<file path="src/rtl/ti_lut_share_pipe.sv">
// Threshold-implementation share LUTs: NSHARE independent runtime-loadable tables,
// evaluated through a two-register valid/ready pipeline with no cross-share logic.
module ti_lut_share_pipe #(
    parameter int IN_W   = 8,
    parameter int OUT_W  = 1,
    parameter int NSHARE = 3,
    parameter int SEL_W  = (NSHARE > 1) ? $clog2(NSHARE) : 1
) (
    input  logic                      clk,
    input  logic                      rst_n,
    input  logic                      in_valid,
    output logic                      in_ready,
    input  logic [NSHARE*IN_W-1:0]    in_data,
    output logic                      out_valid,
    input  logic                      out_ready,
    output logic [NSHARE*OUT_W-1:0]   out_data,
    input  logic                      cfg_we,
    input  logic [SEL_W-1:0]          cfg_sel,
    input  logic [IN_W-1:0]           cfg_addr,
    input  logic [OUT_W-1:0]          cfg_wdata,
    input  logic                      cfg_done,
    input  logic                      cfg_reload,
    output logic                      mode_run,
    output logic                      cfg_err
);

    localparam logic [31:0] NSHARE_U = 32'(NSHARE);

    typedef enum logic [1:0] {
        ST_LOAD,
        ST_RUN,
        ST_DRAIN
    } state_e;

    state_e                    state_q, state_d;
    logic                      s1_valid_q, s1_valid_d;
    logic                      s2_valid_q, s2_valid_d;
    logic [NSHARE*IN_W-1:0]    s1_data_q;
    logic [NSHARE*OUT_W-1:0]   s2_data_q;
    logic [NSHARE*OUT_W-1:0]   lookup;
    logic                      cfg_err_q, cfg_err_d;
    logic                      sel_ok;
    logic                      lut_we;
    logic                      s2_adv;
    logic                      accept;

    logic [OUT_W-1:0]          lut_q [NSHARE][2**IN_W];

    assign sel_ok    = (32'(cfg_sel) < NSHARE_U);
    assign lut_we    = cfg_we && sel_ok && (state_q == ST_LOAD);

    assign s2_adv    = !s2_valid_q || out_ready;
    assign in_ready  = (state_q == ST_RUN) && (!s1_valid_q || s2_adv);
    assign accept    = in_valid && in_ready;

    assign out_valid = s2_valid_q;
    assign out_data  = s2_data_q;
    assign mode_run  = (state_q == ST_RUN);
    assign cfg_err   = cfg_err_q;

    // Tables are never reset; contents are only meaningful once loaded.
    always_ff @(posedge clk) begin
        if (lut_we) begin
            lut_q[cfg_sel][cfg_addr] <= cfg_wdata;
        end
    end

    // Each share indexes only its own table.
    always_comb begin
        lookup = '0;
        for (int j = 0; j < NSHARE; j++) begin
            lookup[j*OUT_W +: OUT_W] = lut_q[j][s1_data_q[j*IN_W +: IN_W]];
        end
    end

    always_comb begin
        state_d = state_q;
        case (state_q)
            ST_LOAD:  if (cfg_done)                  state_d = ST_RUN;
            ST_RUN:   if (cfg_reload)                state_d = ST_DRAIN;
            ST_DRAIN: if (!s1_valid_q && !s2_valid_q) state_d = ST_LOAD;
            default:                                 state_d = ST_LOAD;
        endcase
    end

    always_comb begin
        cfg_err_d  = cfg_err_q;
        s1_valid_d = s1_valid_q;
        s2_valid_d = s2_valid_q;
        if (cfg_we && (!sel_ok || (state_q != ST_LOAD))) begin
            cfg_err_d = 1'b1;
        end
        if (s2_adv) begin
            s2_valid_d = s1_valid_q;
            s1_valid_d = 1'b0;
        end
        if (accept) begin
            s1_valid_d = 1'b1;
        end
    end

    always_ff @(posedge clk or negedge rst_n) begin
        if (!rst_n) begin
            state_q    <= ST_LOAD;
            s1_valid_q <= 1'b0;
            s2_valid_q <= 1'b0;
            cfg_err_q  <= 1'b0;
            s2_data_q  <= '0;
        end else begin
            state_q    <= state_d;
            s1_valid_q <= s1_valid_d;
            s2_valid_q <= s2_valid_d;
            cfg_err_q  <= cfg_err_d;
            if (s2_adv && s1_valid_q) begin
                s2_data_q <= lookup;
            end
        end
    end

    // Stage-1 share register: glitch barrier between input shares and the tables.
    always_ff @(posedge clk) begin
        if (accept) begin
            s1_data_q <= in_data;
        end
    end

endmodule

</file>
<file path="config.mk">
export PLATFORM = sky130hd
export DESIGN_NAME = ti_lut_share_pipe
export DESIGN_NICKNAME = d
export VERILOG_FILES = /design/src/rtl/ti_lut_share_pipe.sv
export SDC_FILE = /design/constraint.sdc
export NUM_CORES = 1
export LEC_CHECK = 0
export BUFFER_PORTS_ARGS = -buffer_cell sky130_fd_sc_hd__buf_4
export CAP_MARGIN = 10
export CELL_PAD_IN_SITES_DETAIL_PLACEMENT = 0
export CELL_PAD_IN_SITES_GLOBAL_PLACEMENT = 1
export CORE_ASPECT_RATIO = 1.2
export CORE_MARGIN = 2
export CORE_UTILIZATION = 58
export DETAILED_ROUTE_END_ITERATION = 8
export PLACE_DENSITY = 0.86
export RECOVER_POWER = 50
export SLEW_MARGIN = 10
export SYNTH_ARGS = -nofsm -noshare
export SYNTH_HDL_FRONTEND = slang
export SYNTH_SLANG_ARGS = --single-unit
</file>
<file path="constraint.sdc">
create_clock -name clk -period 5.36 [get_ports clk]
set_input_delay 0 -clock clk [delete_from_list [all_inputs] [get_ports clk]]
set_output_delay 0 -clock clk [all_outputs]
set_load 0.02 [all_outputs]
</file>
==> results.md <==
* Status: finished, violations left
* Failing checks: capacitance limit, slew limit
* Net Count, Synth at roughly 2500
* Post-layout net count at between 2000 and 2500
* WP data arrival at ~4000 ps
* Final setup TNS at 0 ps
* Reg power frac at 0.515
* Combinational Power Share at 0.117
* Gp weighted congestion at roughly 0.84
* Clock latency on the worst-skew pair at approximately 620 ps
* Number of global-route vias before repair at 20700
* Crit end category: flip-flop
* CP startpoint: cfg_wdata
* Synth top area share at 0.686
* Pint at roughly 10 mW
* Hold path start: cfg_addr[4]
* Total track usage at 0.276
* Clock Tree Root: clkbuf_16
* Initial Utilization at 0.585
* Cell type with the largest total area after synthesis: edfxtp_1
* CTS Sinks at 800
* Antenna-violating nets left at 0
* Die X at around 230 um
* Congestion Overflow GR at 0
* Worst-Margin Slew at 3090 ps
* Post-synthesis instance total at around 2400
* Total wire length at about 84 mm
* Crit path kind: in2reg
* Final period utilization at 0.683
* Setup Skew at roughly 27 ps
* Final setup viols at 0
* PwrDens at between 300 and 400 nW/um^2
* Crit Reg-Reg Startpoint: state_q[1]$_DFFE_PN0P_
* Hold Path Class: in2reg
* Die Y at 272 um
* Crit Path Max Fanout at 128
* Port Buffers at 48
* Synth cell types at between 50 and 60
* Routed length per instance at between 20 and 30 um
* Ys flop type: edfxtp_1
* Slew margin rel. at -1.06
* Initial DRT Pass Iterations at 8
* Commonest non-fill, non-tap cell in the layout: nor2_1
* Clock H-tree levels at 3
* Switching power of the nets at ~3.3 mW
* Drt initial violations at 2872
* EDFF count, synth at a little under 800
* Share of post-route cells with drive strength above 1 at 0.152
* Sequential share of the synthesized area at 0.691
* Number of cell rows at slightly below 100
* Synth warnings at 0
* Top Ports at 49
* WP data required at 5610 ps
* Cts bufs inserted at 76
* Postcts setup bufs at 0
* Placed Area at between 30000 and 40000 um^2
* Fmax at approximately 0.27 GHz
* Vias at slightly above 20000
* Core area at 59300 um^2
* Commonest non-fill, non-tap cells in the layout: nor2_1, edfxtp_1, mux4_2
* Ant diodes at 0
* Synthesis-to-finish area growth at 10.3%
* Worst setup SP type: input pin
* Via-per-instance ratio at about 6.3
* Synthesized flop and latch total at 800
* Half-perimeter wire length after placement at 49.0 mm
* DR DRC count at 0
* # fillers at 4300
* Switching part of the total at 0.240
* Clock Power Share at 0.368
* Hold Vio Cnt, Final at 0
* Initial antenna violation count at 2
* Synthesized cell area at 34700 um^2
* RSZ-0062 raised after global routing: no
* CTS tree: done
* Final Max Slew Viols at a little under 80
* Clock Pin Slew Worst Setup and Hold Paths at roughly 60 ps
* Die area at ~62000 um^2
* Pin count of the biggest net entering global routing at 297
* Min Tclk post-route at approximately 3700 ps
* Clk buf depth at 3
* Post-synth ARST share at 0.0100
* Max Cap Viol at 1
* P_leak at between 10 and 15 nW
* Top cells by area, synth: edfxtp_1, mux4_2, nor2_1
* Worst IR Drop VDD at about 0.21 mV
* Avg Synthesized Cell Area at around 14 um^2
* Design Area, Final at 38300 um^2
* First-pass GRT wire length at around 120 mm
-- path summary, 6_finish.rpt --
path | cells after the start | slack [ps] | to
min in group asynchronous | 3 | 740 | out_data[2]$_DFFE_PN0P_
hold / removal | 4 | 70 | lut_q[1][63]$_DFFE_PP_
max in group asynchronous | 3 | 3990 | out_valid$_DFFE_PN0P_
setup / recovery | 3 | 1700 | lut_q[1][78]$_DFFE_PP_
setup reg to reg | 5 | 1740 | lut_q[2][111]$_DFFE_PP_
hold reg to reg | 1 | 520 | state_q[0]$_DFFE_PN0P_
-- per-layer routing --
| metal | GRT usage | vias up | part of all wire | wire (um) |
|---|---|---|---|---|
| li1 | - | 8919 | - | - |
| met1 | 0.367 | 10600 | 0.37 | 31300 |
| met2 | 0.459 | 1040 | 0.50 | 42200 |
| met3 | 0.0460 | 184 | 0.086 | 7190 |
| met4 | 0.109 | 4 | 0.035 | 2890 |
| met5 | 0 | - | 0.00032 | 27 |
-- what timing repair did --
action	4_1_cts	5_1_grt
hold endpoints to repair	136	0
gates resized for setup	0	0
setup endpoints to repair	0	0
hold buffers	36	0
-- sequential cells by signal (all words and copies together), names as in the netlist --
signal	count
lut_q	768
s1_data_q	24
out_data	3
state_q	2
cfg_err	1
out_valid	1
s1_valid_q	1
-- cell usage after synthesis, drive strengths merged, types with 2 or more instances --
master	number
nor2	804
edfxtp	792
mux4	183
nand2	140
clkbuf	125
buf	60
mux2i	53
nor3	22
nand2b	19
nand3	19
a22oi	18
o21ai	17
nor2b	12
a21oi	11
inv	11
a211oi	10
nand4	10
nand4b	10
dfrtp	8
mux2	8
nand3b	7
o211ai	7
and2	6
a31oi	5
nor4	5
a2111oi	4
a221oi	4
a22o	4
o22ai	4
or2	4
a211o	3
a2bb2oi	3
o31ai	3
or3b	3
a2111o	2
a311oi	2
and3	2
o211a	2
o311ai	2
o32ai	2
-- cell families after synthesis --
kind of cell,Yosys count,synth area share
buffers and inverters,196,0.0255
and+or+nand+nor,1065,0.124
DFF,800,0.691
muxes,244,0.137
AOI/OAI and AO/OA,108,0.0225
-- cell type report --
cell class                 instances  area (um^2)  area share
tap                              800         1000      0.0262
multi-input combinational       1417         9840       0.257
inverter                          11         41.3     0.00108
clock inverter                    33          215     0.00563
clock buffer                     101         2060      0.0538
timing repair buffer             130         1110      0.0291
sequential                       800        24000       0.627
-- metrics by stage --
stage / setup WS, ps / std cells / util / hold slack, ps / power (mW)
final: 1700 / 3292 / 0.645 / 68.8 / 13.8
after floorplan: 2980 / 2413 / - / -296 / 8.25
after global placement: 1910 / 3122 / 0.601 / -101 / 8.79
after CTS: 1720 / 3292 / 0.645 / 31.0 / 13.8
after detailed placement: 1730 / 3122 / 0.601 / -84.0 / 8.82
after global routing: 1280 / 3292 / 0.645 / 89.7 / 14.1
-- power groups by stage --
stage | Clock, mW | Combinational (mW) | Sequential [mW]
floorplan | 0 | 1.13 | 7.13
global placement | 0 | 1.59 | 7.21
detailed placement | 0 | 1.61 | 7.21
CTS | 5.12 | 1.64 | 7.08
global route | 5.33 | 1.71 | 7.09
finish | 5.06 | 1.61 | 7.08
-- critical path, cell delays in order --
cell           delay, ps
dlygate4sd3_1        520
clkbuf_1            2150
buf_4               1090
Power figures use the tool's default switching activity.
